===== config.mk =====
export PLATFORM = sky130hd
export DESIGN_NAME = key_debouncer
export DESIGN_NICKNAME = d
export VERILOG_FILES = /design/src/rtl/key_debouncer.sv
export SDC_FILE = /design/constraint.sdc
export NUM_CORES = 1
export LEC_CHECK = 0
export CAP_MARGIN = 10
export CORE_MARGIN = 3
export CORE_UTILIZATION = 65
export DETAILED_ROUTE_END_ITERATION = 8
export GPL_ROUTABILITY_DRIVEN = 0
export PLACE_DENSITY = 0.9
export SYNTH_ARGS = -nofsm -noshare
export SYNTH_HDL_FRONTEND = slang
export SYNTH_SLANG_ARGS = --single-unit

===== constraint.sdc =====
create_clock -name clk -period 5.75 [get_ports clk]
set_clock_uncertainty 0.15 [all_clocks]
set_input_delay 1.15 -clock clk [delete_from_list [all_inputs] [get_ports clk]]
set_output_delay 1.15 -clock clk [all_outputs]
set_load 0.1 [all_outputs]

===== src/rtl/key_debouncer.sv =====
// Per-key 2-FF synchronizer, polarity normalisation and stable-time debounce with press pulse.
// Optional KEY_RELEASE_PULSE_EN adds a registered one-cycle key_release pulse per key.
module key_debouncer #(
   parameter int NUM_KEYS      = 4,
   parameter int DB_CYCLES     = 1_000_000,
   parameter int ACTIVE_LOW_IN = 1
) (
   input  logic                clk,
   input  logic                reset,
   input  logic [NUM_KEYS-1:0] key_raw,
   output logic [NUM_KEYS-1:0] key_level,
   output logic [NUM_KEYS-1:0] key_press,
   output logic                key_any
`ifdef KEY_RELEASE_PULSE_EN
   ,
   output logic [NUM_KEYS-1:0] key_release
`endif
);

   localparam int                 CW       = (DB_CYCLES > 1) ? $clog2(DB_CYCLES) : 1;
   localparam logic [CW-1:0]      CNT_MAX  = CW'(DB_CYCLES - 1);
   localparam logic [NUM_KEYS-1:0] RAW_IDLE = (ACTIVE_LOW_IN != 0) ? '1 : '0;

   logic [NUM_KEYS-1:0] s1_q, s1_d;
   logic [NUM_KEYS-1:0] s2_q, s2_d;
   logic [NUM_KEYS-1:0] level_q, level_d;
   logic [NUM_KEYS-1:0] press_q, press_d;
   logic [CW-1:0]       cnt_q [NUM_KEYS];
   logic [CW-1:0]       cnt_d [NUM_KEYS];
   logic [NUM_KEYS-1:0] pressed;
`ifdef KEY_RELEASE_PULSE_EN
   logic [NUM_KEYS-1:0] release_q, release_d;
`endif

   // Normalised synchronized input: 1 means the key is held down.
   assign pressed = (ACTIVE_LOW_IN != 0) ? ~s2_q : s2_q;

   always_comb begin
      s1_d    = key_raw;
      s2_d    = s1_q;
      level_d = level_q;
      press_d = '0;
`ifdef KEY_RELEASE_PULSE_EN
      release_d = '0;
`endif
      for (int k = 0; k < NUM_KEYS; k++) begin
         cnt_d[k] = '0;
         if (pressed[k] != level_q[k]) begin
            if (cnt_q[k] == CNT_MAX) begin
               level_d[k] = pressed[k];
               press_d[k] = pressed[k];
`ifdef KEY_RELEASE_PULSE_EN
               release_d[k] = ~pressed[k];
`endif
            end else begin
               cnt_d[k] = cnt_q[k] + CW'(1);
            end
         end
      end
   end

   always_ff @(posedge clk) begin
      if (!reset) begin
         s1_q    <= RAW_IDLE;
         s2_q    <= RAW_IDLE;
         level_q <= '0;
         press_q <= '0;
`ifdef KEY_RELEASE_PULSE_EN
         release_q <= '0;
`endif
         for (int k = 0; k < NUM_KEYS; k++) cnt_q[k] <= '0;
      end else begin
         s1_q    <= s1_d;
         s2_q    <= s2_d;
         level_q <= level_d;
         press_q <= press_d;
`ifdef KEY_RELEASE_PULSE_EN
         release_q <= release_d;
`endif
         for (int k = 0; k < NUM_KEYS; k++) cnt_q[k] <= cnt_d[k];
      end
   end

   assign key_level = level_q;
   assign key_press = press_q;
   assign key_any   = |level_q;
`ifdef KEY_RELEASE_PULSE_EN
   assign key_release = release_q;
`endif

endmodule

==> reports/qor.yml, run 1 <==
first_iter_violations: 191
fmax_ghz: 0.281
grt_first_pass_wirelength_um: 14000
cap_violations: 0
die_w_um: 85.9
fin_util_pct: 75.4
combPwrFrac_pct: 1.1
grt-ovfl-total: 0
yosys-top-cells-area: "dfxtp_1 46%, xnor2_1 5.9%, nor2_1 5.9%, xor2_1 5.7%, nand4_1 4.2%"
ctsResizeCount: 0
syn-cell-area_sq_um: 4150
synth.avg_cell_area_sq_um: 8.95
crit_type: "reg2out"
finalWirelength_um: 7820
cpPeakStageDelay_ns: 0.99
critPathSlowestCell: "clkdlybuf4s50_1"
pwr-share-seq_pct: 55.0
dpl-instance-area_sq_um: 4320
slew_headroom_pct: 32.3
hold_depth: 1
synth_nets: 474
synthFlopType: "dfxtp_1"
viasPerCell: 6.00
synth-edff-count: 0
cp_num_buf_inv: 1
clk_path_buf_depth: 2
switching_share_pct: 19.2
synth_largest_area_cell: "dfxtp_1"
core.rowCount: 28
finalCriticalPeriod_ns: 3.57
yosysMostFrequentCell: "dfxtp_1"
r2r-start: "cnt_q[3][0]"
clockRootBuffer: "clkbuf_8"
port-buffer-count: 14
finalHoldViolations: 0
holdBufCountCts: 0
outcome: "finished, final reports clean"
rr_worst_depth: 5
cp_max_fo: 5
yosys_warnings: 0
drive_gt1_share_pct: 5.63
clkTransAtPathRegs_ns: 0.09
path_cells: "or4_1 > clkdlybuf4s50_1"
nNetsFinal: 485
min_to: "s2_q[2]"
min_path_type: "reg2reg"
ys_async_sr_fraction_pct: 0
synth.ff_latch_count: 96
synth_top_cell_area_share_pct: 46.3
p_clk_share_pct: 43.9
place.detailed.hpwl_um: 5340
cts-htree-levels: 3
cts_setup_buffers: 0
grt_pass1_vias: 3224
rsz0062_at_grt: "no"
peakVddDrop_v: 0.000186
num_vias: 3331
synth_cell_type_count: 39
fin_tns_setup_ns: 0
coreArea_sq_um: 6060
cell_internal_pwr_uw: 985
drc: 0
cts_tree: "done"
timing.hold.ws_ns: 0.278
worst_pin_slew_ns: 1.01
clkSinkCount: 96
antenna_found_initial: 0
reg2reg_slack_ns: 3.35
hp-start: "s1_q[2]"
post_drt_wl_per_cell_um: 14.1
die_y_um: 85.9
fin_crit_sh_pct: 62.0
place_ws_ns: 2.58
initial_core_util_pct: 68.5
track_usage_pct: 22.8
seq_area_frac_synth_pct: 46.3
crit_family: "buffers and inverters"
finalSetupViolations: 0
start_kind: "flip-flop"
slew_viol_final: 0
cp-end-kind: "output pin"
grt_max_degree: 21
drtAntennaViolNets: 0
io_pins: 15
synth_cells: 464
finish.instance_area_sq_um: 4570
r2r-end: "cnt_q[3][6]"
num_antenna_cells: 0
synthTopCellsByCount: "96 x dfxtp_1, 65 x nor2_1, 28 x nand4_1, 28 x xnor2_1, 27 x xor2_1"
drt_pass1_iterations: 4
switchingPower_uw: 234
dieArea_sq_um: 7390
p_per_area_nw_per_um2: 267
clock_latency_ns: 0.35
cp.arrival_ns: 2.27
cts_buffers: 9
syn_to_final_growth_pct: 10.0
worstPathRequired_ns: 4.45
setup_ws_ns: 2.18
leakagePower_uw: 0.00140
-- sequential cells by signal (all words and copies together) (netlist names) --
signal and flops:
s1_q 4, s2_q 4, key_level 4, cnt_q 80
key_press 4
-- area by class of cell --
class	instances	area [sq um]
Sequential cell	96	1920
Multi-Input combinational cell	341	2110
Clock buffer	11	151
Fill cell	419	1490
Tap cell	75	93.8
Timing Repair Buffer	14	140
Inverter	13	48.8
Clock inverter	5	103
-- worst max-delay path by stage --
| stage | end | cells after the start | startpoint |
|---|---|---|---|
| floorplan | key_any | 1 | key_level[3] |
| global placement | key_any | 2 | key_level[3] |
| detailed placement | key_any | 2 | key_level[3] |
| CTS | key_any | 2 | key_level[3] |
| global route | key_any | 2 | key_level[3] |
| finish | key_any | 2 | key_level[3] |
-- routing by layer --
metal,GRT usage (%),vias up,part of all wire [%]
met4,9.35,0,1.9
met1,28.3,1570,45
met5,0,-,0
li1,-,1677,-
met2,39.9,73,49
met3,2.88,11,3.5
-- cell usage in the layout (no fill, tap or decap), types with 4 or more instances in the layout --
cell type and n:
and2_1 4, nand2b_1 8, nor3_1 8, dfxtp_1 96, nand4_1 28, nor4_1 13
nor2_1 65, clkbuf_8 11, or3_1 14, nor4b_1 5, a311oi_1 4, nand2_1 26
and4_1 8, o21ai_0 14, xnor2_1 28, or4_1 6, and3_1 10, ha_1 4
clkdlybuf4s50_1 14, xor2_1 27, nand3_1 22, a21oi_1 25, inv_1 13
-- cell families (layout without fill, tap and decap cells) --
family | count (synthesis) | in the layout | synth area share, %
xor+xnor | 55 | 55 | 11.6
fa+ha+maj | 4 | 4 | 1.20
flops | 96 | 96 | 46.3
simple gates | 228 | 228 | 30.3
buf+inv | 27 | 43 | 2.89
compound gates | 54 | 54 | 7.77
-- per-stage QoR --
stage                     power, uW  cells
after floorplan                 694    464
after global placement          699    539
after CTS                      1230    555
after global routing           1250    555
after detailed placement        699    539
final                          1220    555
-- power by group through the flow --
| stage | registers (uW) | clock network (uW) | logic (uW) |
|---|---|---|---|
| after CTS | 670 | 542 | 13.9 |
| after global placement | 685 | 0 | 13.3 |
| final | 670 | 535 | 13.8 |
| after detailed placement | 686 | 0 | 13.8 |
| after floorplan | 685 | 0 | 9.36 |
| after global routing | 671 | 568 | 15.6 |
No activity file was read; power rests on OpenSTA's default activity.
==> run 2: changes to the inputs <==
--- a/config.mk
+++ b/config.mk
@@ -7,10 +7,10 @@
 export LEC_CHECK = 0
 export CAP_MARGIN = 10
 export CORE_MARGIN = 3
-export CORE_UTILIZATION = 65
+export CORE_UTILIZATION = 60
 export DETAILED_ROUTE_END_ITERATION = 8
 export GPL_ROUTABILITY_DRIVEN = 0
-export PLACE_DENSITY = 0.9
+export PLACE_DENSITY = 0.84
 export SYNTH_ARGS = -nofsm -noshare
 export SYNTH_HDL_FRONTEND = slang
 export SYNTH_SLANG_ARGS = --single-unit
==> constraint.sdc (replaced) <==
create_clock -name clk -period 3.5 [get_ports clk]
set_clock_uncertainty 0.15 [all_clocks]
set_input_delay 0.7 -clock clk [delete_from_list [all_inputs] [get_ports clk]]
set_output_delay 0.7 -clock clk [all_outputs]
set_load 0.1 [all_outputs]
==> reports/qor.yml, run 2 (synthesis results as in run 1) <==
peakVddDrop_v: 0.000363
viasPerCell: 5.99
clockRootBuffer: "clkbuf_8"
rsz0062_at_grt: "no"
cpPeakStageDelay_ns: 1.12
p_per_area_nw_per_um2: 427
switching_share_pct: 19.9
cell_internal_pwr_uw: 1550
port-buffer-count: 14
combPwrFrac_pct: 1.2
cts_setup_buffers: 0
r2r-start: "cnt_q[3][0]"
path_cells: "clkdlybuf4s50_1"
crit_path_start: "key_press[1]"
fin_tns_setup_ns: 0
finalHoldViolations: 0
cts_buffers: 9
clkSinkCount: 96
worstPathRequired_ns: 2.65
rr_worst_depth: 5
die_y_um: 89.2
grt_first_pass_wirelength_um: 13200
drt_pass1_iterations: 4
crit_family: "buffers and inverters"
core.rowCount: 29
slew_viol_final: 0
r2r-end: "cnt_q[3][13]"
track_usage_pct: 20.9
clock_latency_ns: 0.36
hold_depth: 1
io_pins: 15
grt_max_degree: 21
initial_core_util_pct: 63.6
num_vias: 3335
finalCriticalPeriod_ns: 2.65
dieArea_sq_um: 7960
coreArea_sq_um: 6530
final_cell_mix: "96 x dfxtp_1, 65 x nor2_1, 28 x nand4_1, 28 x xnor2_1, 27 x xor2_1"
grt_pass1_vias: 3062
drc: 0
cts-htree-levels: 3
outcome: "finished, final reports clean"
post_drt_wl_per_cell_um: 13.8
reg2reg_slack_ns: 1.17
place.detailed.hpwl_um: 5220
worst_pin_slew_ns: 0.961
min_path_type: "reg2reg"
layout_commonest_cell: "dfxtp_1"
cts_tree: "done"
endpoint: "key_press[1]"
cp_max_fo: 1
leakagePower_uw: 0.00140
num_antenna_cells: 0
pwr-share-seq_pct: 56.8
clk_path_buf_depth: 2
grt-ovfl-total: 0
first_iter_violations: 103
largest-register: "cnt_q"
critPathSlowestCell: "clkdlybuf4s50_1"
syn_to_final_growth_pct: 9.13
clkTransAtPathRegs_ns: 0.09
slew_headroom_pct: 35.7
cp-end-kind: "output pin"
ctsResizeCount: 0
cp.depth: 1
p_clk_share_pct: 42.0
finish.instance_area_sq_um: 4530
cp.arrival_ns: 1.80
finalWirelength_um: 7670
dpl-instance-area_sq_um: 4300
antenna_found_initial: 0
drive_gt1_share_pct: 6.88
crit_type: "reg2out"
holdBufCountCts: 0
fmax_ghz: 0.377
cap_violations: 0
nNetsFinal: 485
start_kind: "flip-flop"
drtAntennaViolNets: 0
switchingPower_uw: 386
largest_reg_flops: 80
fin_crit_sh_pct: 75.8
die_w_um: 89.2
finalSetupViolations: 0
cp_num_buf_inv: 1
fillers: 488
-- run 2: cell count changes in the layout (fill, tap and decap cells not counted), sizes merged --
cell	before	now
clkdlybuf4s50	14	7
clkbuf	11	12
buf	0	7
bufinv	3	2
-- run 2: area by class of cell --
cell class	count	area (sq um)	share of cell area (%)
Tap cell	77	96.3	2.13
Clock buffer	12	155	3.42
Multi-Input combinational cell	341	2110	46.6
Sequential cell	96	1920	42.4
Timing Repair Buffer	14	123	2.70
Clock inverter	4	76.3	1.68
Inverter	13	48.8	1.08
-- run 2: worst reg2reg max path: stages (launching register included) --
cell     delay (ns)
dfxtp_1        0.40
ha_1           0.21
nand3_1        0.28
nor4_2         0.50
a21o_1         0.55
nor2_1         0.12
-- run 2: metrics by stage --
step                      worst slack [ns]  hold slack [ns]  std cells  total power, uW  utilization (%)
final                                0.849            0.267        557             1940             69.4
after global routing                 0.813            0.288        557             2000             69.4
after CTS                            0.836            0.271        557             1950             69.4
after detailed placement             0.840            0.249        541             1150             65.9
after global placement               0.947            0.246        541             1150             65.9
after floorplan                      0.823            0.236        464             1140                -
-- run 2: metal layers --
layer	global-route usage [%]	vias to the layer above	share of wire, %	wire length, um
met5	0	-	0	0
met4	11.0	0	2.5	193
met3	3.78	18	4.1	311
met2	33.2	76	48	3650
met1	27.1	1568	46	3510
li1	-	1673	-	-
-- run 2: worst min path at each step --
stage / start / to / slack, ns
after floorplan: s1_q[0] / s2_q[0] / 0.24
after global placement: s1_q[3] / s2_q[3] / 0.25
after detailed placement: s1_q[3] / s2_q[3] / 0.25
after CTS: s1_q[3] / s2_q[3] / 0.27
after global routing: s1_q[1] / s2_q[1] / 0.29
final: s1_q[3] / s2_q[3] / 0.27
-- run 2: power groups by stage --
stage	Sequential [uW]	Combinational (uW)	Clock, uW
after floorplan	1130	15.4	0
after global placement	1130	22.1	0
after detailed placement	1130	23.0	0
after CTS	1100	23.1	826
after global routing	1100	25.6	871
final	1100	22.7	813
